===== src/rtl/line_fill_controller.sv =====
// line_fill_controller
//
// Write-side sequencer for the ping-pong row buffer. Each line_start swaps
// the buffers (toggles select), latches the row to fill, then requests one
// full row of 4-bit palette indices from the fixed-latency pixel source.
// The returned indices are streamed into the idle buffer, one per cycle.
//
// Source timing: a request launched on clock edge e (src_X/src_Y registered
// at e) has its data sampled by this block on edge e + SRC_LATENCY. The
// delay line carries the matching valid bit and column alongside it.
//
// Ports
//   Clk50       in   system clock
//   Reset       in   asynchronous active-low reset
//   line_start  in   one-cycle pulse: a new display row has begun
//   next_row    in   row to fill, sampled only with line_start
//   src_data    in   palette index returned by the pixel source
//   src_X/src_Y out  pixel-source column/row request
//   write_en    out  row-buffer write strobe
//   write_X     out  row-buffer write column
//   write_Y     out  row currently being filled
//   write_data  out  row-buffer write data
//   select      out  buffer-swap control
//   busy        out  high while filling or draining
//   overrun     out  one-cycle pulse when a fill is aborted by line_start
//
// Handshake: there is no back-pressure. line_start is a single-cycle
// request accepted in any state; write_en qualifies write_X/write_data
// for exactly the cycle it is high, and the row buffer must accept it.

module line_fill_controller #(
    parameter int H_PIXELS    = 640,
    parameter int V_LINES     = 480,
    parameter int SRC_LATENCY = 2
) (
    input  logic       Clk50,
    input  logic       Reset,
    input  logic       line_start,
    input  logic [9:0] next_row,
    input  logic [3:0] src_data,
    output logic [9:0] src_X,
    output logic [9:0] src_Y,
    output logic       write_en,
    output logic [9:0] write_X,
    output logic [9:0] write_Y,
    output logic [3:0] write_data,
    output logic       select,
    output logic       busy,
    output logic       overrun
);

    localparam logic [9:0] H_LAST  = 10'(H_PIXELS - 1);
    localparam logic [9:0] V_LIMIT = 10'(V_LINES);

    typedef enum logic [1:0] {
        IDLE  = 2'd0,
        FILL  = 2'd1,
        DRAIN = 2'd2
    } state_t;

    state_t state;

    // Delay line: stage 0 is loaded on the edge that launches a request;
    // the last stage lines up with src_data for that request.
    logic [SRC_LATENCY-1:0] dl_valid;
    logic [9:0]             dl_col [SRC_LATENCY];

    always_ff @(posedge Clk50 or negedge Reset) begin
        if (!Reset) begin
            state      <= IDLE;
            src_X      <= '0;
            src_Y      <= '0;
            write_en   <= 1'b0;
            write_X    <= '0;
            write_Y    <= '0;
            write_data <= '0;
            select     <= 1'b0;
            busy       <= 1'b0;
            overrun    <= 1'b0;
            dl_valid   <= '0;
            for (int i = 0; i < SRC_LATENCY; i++) begin
                dl_col[i] <= '0;
            end
        end else begin
            overrun <= 1'b0;

            // Default: advance the delay line, nothing new enters.
            for (int i = SRC_LATENCY - 1; i > 0; i--) begin
                dl_valid[i] <= dl_valid[i-1];
                dl_col[i]   <= dl_col[i-1];
            end
            dl_valid[0] <= 1'b0;
            dl_col[0]   <= '0;

            if (line_start) begin
                // Buffer swap. Anything still in flight belongs to the old
                // buffer, so it is dropped and no write happens this edge,
                // keeping write_en low whenever select changes.
                select   <= ~select;
                write_Y  <= next_row;
                src_Y    <= next_row;
                src_X    <= '0;
                write_en <= 1'b0;
                dl_valid <= '0;
                if (state != IDLE) begin
                    overrun <= 1'b1;
                end
                if (next_row < V_LIMIT) begin
                    state       <= FILL;
                    busy        <= 1'b1;
                    dl_valid[0] <= 1'b1;
                    dl_col[0]   <= '0;
                end else begin
                    state <= IDLE;
                    busy  <= 1'b0;
                end
            end else begin
                // Write port: data returned for the oldest request.
                if (dl_valid[SRC_LATENCY-1]) begin
                    write_en   <= 1'b1;
                    write_X    <= dl_col[SRC_LATENCY-1];
                    write_data <= src_data;
                end else begin
                    write_en <= 1'b0;
                end

                case (state)
                    IDLE: begin
                        src_X <= '0;
                        busy  <= 1'b0;
                    end
                    FILL: begin
                        if (src_X == H_LAST) begin
                            // Last column was issued; wait for its data.
                            state <= DRAIN;
                            src_X <= '0;
                        end else begin
                            src_X       <= src_X + 10'd1;
                            dl_valid[0] <= 1'b1;
                            dl_col[0]   <= src_X + 10'd1;
                        end
                    end
                    DRAIN: begin
                        if (dl_valid == '0) begin
                            state <= IDLE;
                            busy  <= 1'b0;
                        end
                    end
                    default: begin
                        state <= IDLE;
                        busy  <= 1'b0;
                        src_X <= '0;
                    end
                endcase
            end
        end
    end

endmodule


===== config.mk =====
export PLATFORM = sky130hd
export DESIGN_NAME = line_fill_controller
export DESIGN_NICKNAME = d
export VERILOG_FILES = /design/src/rtl/line_fill_controller.sv
export SDC_FILE = /design/constraint.sdc
export NUM_CORES = 1
export LEC_CHECK = 0
export BUFFER_PORTS_ARGS = -buffer_cell sky130_fd_sc_hd__buf_2
export CAP_MARGIN = 25
export CORE_ASPECT_RATIO = 1.25
export CORE_MARGIN = 3
export CORE_UTILIZATION = 40
export DETAILED_ROUTE_END_ITERATION = 12
export HOLD_SLACK_MARGIN = 0.02
export PLACE_DENSITY = 0.63
export SLEW_MARGIN = 20
export SYNTH_ARGS = -nofsm -noshare
export SYNTH_HDL_FRONTEND = slang
export SYNTH_SLANG_ARGS = --single-unit

===== constraint.sdc =====
create_clock -name Clk50 -period 2.39 [get_ports Clk50]
set_input_delay 0.3585 -clock Clk50 [delete_from_list [all_inputs] [get_ports Clk50]]
set_output_delay 0.3585 -clock Clk50 [all_outputs]
set_load 0.01 [all_outputs]

==> results of run 1 <==
[cell usage after synthesis, types with 2 or more instances]
library cell / number / share of area (%)
dfrtp_1: 62 / 64
mux2_2: 24 / 11
buf_4: 10 / 3.1
nand2_1: 8 / 1.2
o21ai_0: 8 / 1.7
a21o_1: 7 / 2.2
nor2_1: 6 / 0.93
nand3_1: 5 / 1.0
clkbuf_1: 4 / 0.62
or3_1: 4 / 1.0
xor2_1: 4 / 1.5
buf_6: 3 / 1.4
a21oi_1: 2 / 0.42
a21oi_4: 2 / 1.3
and3_1: 2 / 0.52
inv_1: 2 / 0.31
nand4_1: 2 / 0.52
nor2_4: 2 / 0.93
nor2b_1: 2 / 0.52
nor3b_1: 2 / 0.62
o21a_1: 2 / 0.62
xnor2_1: 2 / 0.73
[cell usage in the layout (no fill, tap or decap), types with 2 or more instances in the layout]
cell type  netlist  final
or3_1            4      4
dfrtp_1         62     62
buf_4           10      3
nor2_1           6      6
inv_1            2      2
nand4_1          2      2
and3_1           2      2
clkbuf_1         4      2
buf_2            1     64
nor2_4           2      2
clkbuf_8         0     10
nor2b_1          2      2
mux2_2          24     24
a21oi_1          2      2
a21o_1           7      7
o21ai_0          8      8
xnor2_1          2      2
bufinv_16        0      2
xor2_1           4      4
nand2_1          8      8
clkinv_2         0      2
nand3_1          5      5
a21oi_4          2      2
o21a_1           2      2
nor3b_1          2      2
[flip-flops by register name, summed over array words and instances (netlist names)]
register,flops
busy,1
dl_col,20
dl_valid,2
overrun,1
select,1
src_X,10
state,2
write_X,10
write_Y,10
write_data,4
write_en,1
[per-stage QoR]
step,hold WS [ns],worst slack (ns),power (uW)
3_3_place_gp,0.333,0.472,1410
6_report,0.0268,0.429,2370
4_1_cts,0.0283,0.416,2410
5_1_grt,0.0451,0.277,2490
2_1_floorplan,0.0629,0.685,1320
3_5_place_dp,0.336,0.428,1410
[per-layer routing]
metal | wire [um] | part of all wire (%) | global-route usage [%]
met2 | 2010 | 48 | 19.4
met4 | 55 | 1.3 | 6.27
met3 | 230 | 5.5 | 5.10
met1 | 1890 | 45 | 17.5
met5 | 0 | 0 | 0
[cells by family (layout without fill, tap and decap cells)]
logic type      after synthesis  count (layout)  share of synthesized area, %
fa+ha+maj                     1               1                         0.519
buf+inv                      20              86                          5.66
xor+xnor                      6               6                          2.18
simple gates                 36              36                          8.30
compound gates               26              26                          7.78
flops                        62              62                          64.3
mux                          24              24                          11.2
[power by group through the flow]
stage               logic [uW]  registers (uW)  clock network [uW]
finish                     239            1150                 985
CTS                        245            1150                1020
detailed placement         243            1170                   0
floorplan                  122            1190                   0
global placement           242            1170                   0
global route               267            1160                1060
[layout make-up]
cell class	count	area, um^2	area share (%)
Multi-Input combinational cell	93	723	24.6
Inverter	2	7.51	0.255
Timing Repair Buffer	68	363	12.3
Sequential cell	62	1550	52.7
Clock buffer	12	145	4.93
Clock inverter	4	70.1	2.38
Tap cell	66	82.6	2.81
[worst max-delay path by stage]
stage,depth (start not counted),to,from,slack [ns]
after floorplan,7,src_X[3],src_X[0],0.68
after global placement,5,src_X[0],src_X[0],0.47
after detailed placement,5,src_X[3],src_X[0],0.43
after CTS,5,src_X[3],src_X[0],0.42
after global routing,5,src_X[3],src_X[0],0.28
final,5,src_X[3],src_X[0],0.43
[worst max-delay path: cells and delay by family, from the launching register on]
kind,cells,cell delay [ns]
adder cells (fa/ha/maj),1,0.28
flip-flops,1,0.46
AND/OR/NAND/NOR,2,0.35
AO/OA/AOI/OAI,2,0.77
==> out/qor.yml, run 1 <==
status:
  outcome: "finished clean"
routing:
  num_vias: 1489
  routedWlPerCell_um: 13.6
  post_drt_via_cell_ratio: 4.85
  drc: 0
  dr.pass1.iters: 4
  postRouteAntennaNets: 0
  drtIter0Drc: 60
  wl_um: 4190
global_route:
  grt_overflow: 0
  antenna_found_initial: 0
  gr-usage-all-layers_pct: 13.4
  grt_pass1_vias: 1428
  grt_max_degree: 39
  grt_pass1_wl_um: 7040
clock_tree:
  path_clk_slew_ns: 0.06
  clkSinkCount: 62
  cts_buffers: 9
  htree_levels: 3
  clk_latency_ns: 0.33
  cts_tree: "built"
  postCtsSetupBuffers: 0
  cts_buffer_depth: 2
  root_buffer: "clkbuf_8"
  ctsResizeCount: 0
  hold_buffers: 0
timing:
  skew_ns: 0.00501
  rsz0062_at_grt: "false"
  setup_violations: 0
  worst_slew_pin_slew_ns: 0.622
  fmax_mhz: 510
  period_minus_slack_ns: 1.96
  finalCritPeriodShare_pct: 82.0
  relSlewSlack_pct: 58.4
  fin_setup_tns_ns: 0
  hold_viol: 0
  maxSlewViolCount: 0
job:
  timing.max_cap.violations: 0
cells_and_area:
  finalNonFillerCells: 307
  utilization_pct: 50.6
  fin_nets: 254
  num_antenna_cells: 0
  syn_to_final_growth_pct: 22.1
  final_area_mm2: 0.00294
  drive_above_1_share_pct: 46.1
  fillers: 525
synthesis:
  synthFlopType: "dfrtp_1"
  synth.avg_cell_area_um2: 13.8
  ys_ff_latch: 62
  async_flop_share_pct: 100
  synthesis.nets: 193
  syn-cell-area_mm2: 0.00241
  synth_cell_types: 32
  ys_seq_area_share_pct: 64.3
  syn-instance-count: 175
  synth_edf_count: 0
  ys_warn_count: 0
placed_design:
  hpwl_um: 2900
  post_dp_cell_area_mm2: 0.00273
  dp_cells: 291
  place_congestion: 0.777
  portBuffers: 64
floorplan:
  rows: 31
  initial_core_util_pct: 41.4
  fp.dieW_um: 75.4
  die_h_um: 92.8
  die_area_mm2: 0.00700
  core_mm2: 0.00582
  ios: 65
setup_path:
  r2r_slack_ns: 0.43
  cpPeakStageDelay_ns: 0.60
  reg2reg_depth: 5
  required_ns: 2.61
  r2r-end: "src_X[3]"
  startpoint_type: "flop"
  rr_startpoint: "src_X[0]"
  critPathMaxFanout: 10
  cp.arrival_ns: 2.18
  worstSetupPathType: "flop to flop"
  crit_chain: "ha_1 > and3_1 > a41o_1 > nor2_4 > a21o_1"
  endpoint_kind: "flop"
  slowest_stage: "a41o_1"
pwr:
  p_seq_share_pct: 48.4
  ir_worst_vdd_mv: 0.435
  p_switching_uw: 535
  switching_share_pct: 22.6
  combPwrFrac_pct: 10.1
  p_leak_uw: 0.00154
  p_int_uw: 1840
  p_clk_share_pct: 41.5
  power_density_mw_per_mm2: 806
min_path:
  hold_path.class: "primary input to async pin"
Note: power is estimated with default switching activity, not from simulation.
==> run 2: changes to the inputs <==
Clock period 2.39 ns to 2.1 ns, I/O delays scaled along.
==> out/qor.yml, run 2 (synthesized netlist as in run 1, its figures left out) <==
global_route:
  antenna_found_initial: 0  # unchanged
  grt_pass1_wl_um: 7440  # +5.7%
  grt_max_degree: 38  # -2.6%
  grt_overflow: 0  # unchanged
  gr-usage-all-layers_pct: 14.2  # +0.79 points
  grt_pass1_vias: 1577  # +10%
placed_design:
  hpwl_um: 3030  # +4.6%
  portBuffers: 64  # unchanged
  place_congestion: 0.738  # -5.0%
  post_dp_cell_area_mm2: 0.00276  # +1.3%
  dp_cells: 294  # +1.0%
  dp_slack_ns: 0.295  # -0.133 ns
pwr:
  switching_share_pct: 24.7  # +2.1 points
  p_int_uw: 1920  # +4.8%
  p_clk_share_pct: 37.7  # -3.8 points
  ir_worst_vdd_mv: 0.369  # -15%
  p_seq_share_pct: 51.2  # +2.8 points
  power_density_mw_per_mm2: 864  # +7.1%
  combPwrFrac_pct: 11.2  # +1.1 points
  p_switching_uw: 631  # +18%
  p_leak_uw: 0.00155  # +0.60%
job:
  timing.max_cap.violations: 0  # unchanged
setup_path:
  endpoint_kind: "flop"
  startpoint_type: "flop"
  cpPeakStageDelay_ns: 0.45  # -0.15 ns
  cpLargestDelayFamily: "compound AO/OA/AOI/OAI gates"
  cp.arrival_ns: 2.02  # -0.16 ns
  worstSetupPathType: "flop to flop"
  required_ns: 2.32  # -0.29 ns
  critPathBufInv: 1  # +1
  slowest_stage: "dfrtp_1"
  crit_chain: "ha_1 > and3_1 > a41o_1 > buf_12 > nor2_4 > a21o_1"
  critPathMaxFanout: 8  # -2
cells_and_area:
  fillers: 536  # +2.1%
  finalNonFillerCells: 311  # +1.3%
  num_antenna_cells: 0  # unchanged
  drive_above_1_share_pct: 46.9  # +0.88 points
  final_area_mm2: 0.00296  # +0.55%
  syn_to_final_growth_pct: 22.7
  final_cell_mix: "64 x buf_2, 62 x dfrtp_1, 24 x mux2_2, 12 x clkbuf_8"
  fin_nets: 258  # +1.6%
  largest_reg_flops: 20  # unchanged
  largest_register: "dl_col"
  final_common_cell: "buf_2"
clock_tree:
  clk_latency_ns: 0.33  # about the same
  cts_tree: "built"
  hold_buffers: 1  # +1
  clkSinkCount: 62  # unchanged
  htree_levels: 3  # unchanged
  path_clk_slew_ns: 0.07  # about the same
  cts_buffer_depth: 2  # unchanged
  root_buffer: "clkbuf_8"
  ctsResizeCount: 0  # unchanged
  postCtsSetupBuffers: 0  # unchanged
  cts_buffers: 9  # unchanged
floorplan:
  die_h_um: 92.8  # unchanged
  ios: 65  # unchanged
  initial_core_util_pct: 41.4  # unchanged
  core_mm2: 0.00582  # unchanged
  die_area_mm2: 0.00700  # unchanged
  rows: 31  # unchanged
  fp.dieW_um: 75.4  # unchanged
timing:
  worst_slew_pin_slew_ns: 0.607  # -0.0154 ns
  fin_ws_ns: 0.295  # -0.134 ns
  fin_setup_tns_ns: 0  # unchanged
  period_minus_slack_ns: 1.81  # -0.156 ns
  hold_viol: 0  # unchanged
  relSlewSlack_pct: 59.6  # +1.1 points
  setup_violations: 0  # unchanged
  fmax_mhz: 554  # +8.6%
  skew_ns: 0.00772  # +0.00270 ns
  finalCritPeriodShare_pct: 86.0  # +3.9 points
  maxSlewViolCount: 0  # unchanged
  rsz0062_at_grt: "false"
routing:
  routedWlPerCell_um: 14.1  # +3.2%
  dr.pass1.iters: 4  # unchanged
  drtIter0Drc: 62  # +3.3%
  num_vias: 1507  # +1.2%
  post_drt_via_cell_ratio: 4.85  # about the same
  wl_um: 4380  # +4.5%
  drc: 0  # unchanged
  postRouteAntennaNets: 0  # unchanged
min_path:
  hold_path.class: "primary input to flop"
status:
  outcome: "finished clean"
[run 2: cell types whose count changed in the layout (fill, tap and decap cells not counted)]
cell,delta
clkbuf_1,-1
buf_4,+2
clkinvlp_4,+1
buf_12,+1
clkbuf_8,+2
bufinv_16,-2
dlygate4sd3_1,+1
[run 2: through the flow]
stage / total power, uW / hold slack, ns / util [%]
after floorplan: 1500 / 0.0194 / -
after global placement: 1610 / 0.334 / 47.5
after detailed placement: 1620 / 0.336 / 47.5
after CTS: 2590 / 0.196 / 50.9
after global routing: 2670 / 0.201 / 50.9
final: 2560 / 0.213 / 50.9
[run 2: final timing paths]
path	from	endpoint	slack, ns	cells after the start
worst max-delay path	src_X[0]	src_X[3]	0.29	6
worst min-delay path	next_row[2]	write_Y[2]	0.21	2
worst max register to register	src_X[0]	src_X[3]	0.29	6
worst min register to register	dl_col[16]	dl_col[6]	0.35	0
max in group asynchronous	Reset	dl_col[0]	0.97	3
min in group asynchronous	Reset	overrun	0.53	2
[run 2: power groups by stage]
stage,clock network (uW),registers (uW),logic (uW)
global placement,0,1330,287
finish,963,1310,286
global route,1040,1320,320
detailed placement,0,1330,291
floorplan,0,1360,139
CTS,991,1310,294
[run 2: final cells by class]
type | count | area [um^2] | area share, %
timing repair buffer | 72 | 408 | 13.8
sequential | 62 | 1550 | 52.4
tap | 66 | 82.6 | 2.79
inverter | 2 | 7.51 | 0.254
clock inverter | 3 | 17.5 | 0.592
multi-input combinational | 93 | 723 | 24.4
clock buffer | 13 | 169 | 5.71
[run 2: routing by layer]
| metal | vias up | GRT usage, % | share of wire (%) |
|---|---|---|---|
| met3 | 5 | 5.10 | 5.0 |
| met2 | 38 | 22.1 | 49 |
| li1 | 724 | - | - |
| met4 | 0 | 6.71 | 1.5 |
| met5 | - | 0 | 0 |
| met1 | 740 | 17.2 | 44 |
==> run 3: changes to the inputs <==
Settings changed: CTS_BUF_LIST from default to sky130_fd_sc_hd__clkbuf_8.
==> out/qor.yml, run 3 (synthesized netlist as in run 1, its figures left out) <==
routing:
  drc: 0  # unchanged
  num_vias: 1507  # unchanged
  routedWlPerCell_um: 14.1  # about the same
  wl_um: 4370  # about the same
  dr.pass1.iters: 4  # unchanged
  drtIter0Drc: 62  # unchanged
  postRouteAntennaNets: 0  # unchanged
  post_drt_via_cell_ratio: 4.85  # unchanged
setup_path:
  cpLargestDelayFamily: "compound AO/OA/AOI/OAI gates"
  rr_startpoint: "src_X[0]"
  slowest_stage: "dfrtp_1"
  crit_cells: 6  # unchanged
  endpoint_kind: "flop"
  r2r_slack_ns: 0.29  # about the same
  required_ns: 2.32  # about the same
  cpPeakStageDelay_ns: 0.45  # about the same
  cp.arrival_ns: 2.02  # about the same
  reg2reg_depth: 6  # unchanged
  r2r-end: "src_X[3]"
  worstSetupPathType: "flop to flop"
  crit_chain: "ha_1 > and3_1 > a41o_1 > buf_12 > nor2_4 > a21o_1"
  critPathBufInv: 1  # unchanged
  critPathMaxFanout: 8  # unchanged
  startpoint_type: "flop"
clock_tree:
  root_buffer: "clkbuf_8"
  cts_buffer_depth: 2  # unchanged
  htree_levels: 3  # unchanged
  postCtsSetupBuffers: 0  # unchanged
  clkSinkCount: 62  # unchanged
  path_clk_slew_ns: 0.07  # about the same
  clk_latency_ns: 0.33  # about the same
  cts_buffers: 9  # unchanged
  cts_tree: "built"
cells_and_area:
  largest_reg_flops: 20  # unchanged
  drive_above_1_share_pct: 46.9  # unchanged
  num_antenna_cells: 0  # unchanged
  fin_nets: 258  # unchanged
  final_common_cell: "buf_2"
  final_cell_mix: "64 x buf_2, 62 x dfrtp_1, 24 x mux2_2, 12 x clkbuf_8"
  syn_to_final_growth_pct: 22.7  # unchanged
  fillers: 536  # unchanged
  largest_register: "dl_col"
floorplan:
  die_h_um: 92.8  # unchanged
  core_mm2: 0.00582  # unchanged
  ios: 65  # unchanged
  fp.dieW_um: 75.4  # unchanged
  rows: 31  # unchanged
  die_area_mm2: 0.00700  # unchanged
  initial_core_util_pct: 41.4  # unchanged
timing:
  maxSlewViolCount: 0  # unchanged
  finalCritPeriodShare_pct: 86.0  # about the same
  fmax_mhz: 554  # about the same
  period_minus_slack_ns: 1.81  # +0.000124 ns
  fin_setup_tns_ns: 0  # unchanged
  setup_violations: 0  # unchanged
  holdWs_ns: 0.213  # +0.00000800 ns
  hold_viol: 0  # unchanged
  skew_ns: 0.00780  # +0.0000845 ns
  relSlewSlack_pct: 59.6  # unchanged
  worst_slew_pin_slew_ns: 0.607  # unchanged
  rsz0062_at_grt: "false"
pwr:
  power_density_mw_per_mm2: 862  # -0.19%
  ir_worst_vdd_mv: 0.369  # about the same
  p_leak_uw: 0.00155  # +0.27%
status:
  outcome: "finished clean"
min_path:
  hold_depth: 2  # unchanged
  hold_end: "write_Y[2]"
  hold_path.class: "primary input to flop"
  min_from: "next_row[2]"
global_route:
  grt_max_degree: 38  # unchanged
  grt_pass1_vias: 1577  # unchanged
  grt_overflow: 0  # unchanged
  grt_pass1_wl_um: 7440  # unchanged
  antenna_found_initial: 0  # unchanged
  gr-usage-all-layers_pct: 14.2  # unchanged
job:
  timing.max_cap.violations: 0  # unchanged
placed_design:
  place_congestion: 0.738  # unchanged
  hpwl_um: 3030  # unchanged
  portBuffers: 64  # unchanged
[run 3: cell count changes in the layout (fill, tap and decap cells not counted)]
cell      before  now
clkbuf_1       1    0
inv_1          2    3
[run 3: timing repair]
item | 4_1_cts | 5_1_grt
gates resized for setup | 0 | 0
hold buffers | 1 | 0
endpoints found under the hold margin | 25 | 0
[run 3: metal layers]
metal,share of wire [%],GRT usage (%),vias up
li1,-,-,724
met1,44,17.2,740
met2,49,22.1,38
met3,5.0,5.10,5
met4,1.5,6.71,0
met5,0,0,-
[run 3: layout make-up]
cell class	instances	area (um^2)	area share, %
Sequential cell	62	1550	52.4
Clock buffer	12	165	5.58
Clock inverter	4	21.3	0.719
Tap cell	66	82.6	2.79
Multi-Input combinational cell	93	723	24.4
Inverter	2	7.51	0.254
Timing Repair Buffer	72	408	13.8
[run 3: per-stage QoR]
stage / utilization (%) / cells / total power (uW) / area (um^2) / worst slack, ns
CTS: 50.9 / 311 / 2590 / 2960 / 0.279
global route: 50.9 / 311 / 2670 / 2960 / 0.198
floorplan: - / 175 / 1500 / 2410 / 0.395
detailed placement: 47.5 / 294 / 1620 / 2760 / 0.295
global placement: 47.5 / 294 / 1610 / 2760 / 0.354
finish: 50.9 / 311 / 2550 / 2960 / 0.295
[run 3: report_power, final]
group          switching [uW]  total (uW)  leakage, uW  internal (uW)
clock                     441         958    0.0000996            516
combinational             149         286     0.000628            137
sequential               40.7        1310     0.000824           1270
[run 3: worst register-to-register path, cell delays in order (launching register included)]
cell	delay, ns
dfrtp_1	0.45
ha_1	0.27
and3_1	0.28
a41o_1	0.33
buf_12	0.17
nor2_4	0.04
a21o_1	0.15
[run 3: worst max path at each step]
stage / startpoint / slack (ns) / endpoint
after floorplan: src_X[0] / 0.39 / src_X[3]
after global placement: src_X[0] / 0.35 / src_X[0]
after detailed placement: src_X[0] / 0.29 / src_X[0]
after CTS: src_X[0] / 0.28 / src_X[0]
after global routing: src_X[0] / 0.20 / src_X[5]
final: src_X[0] / 0.29 / src_X[3]
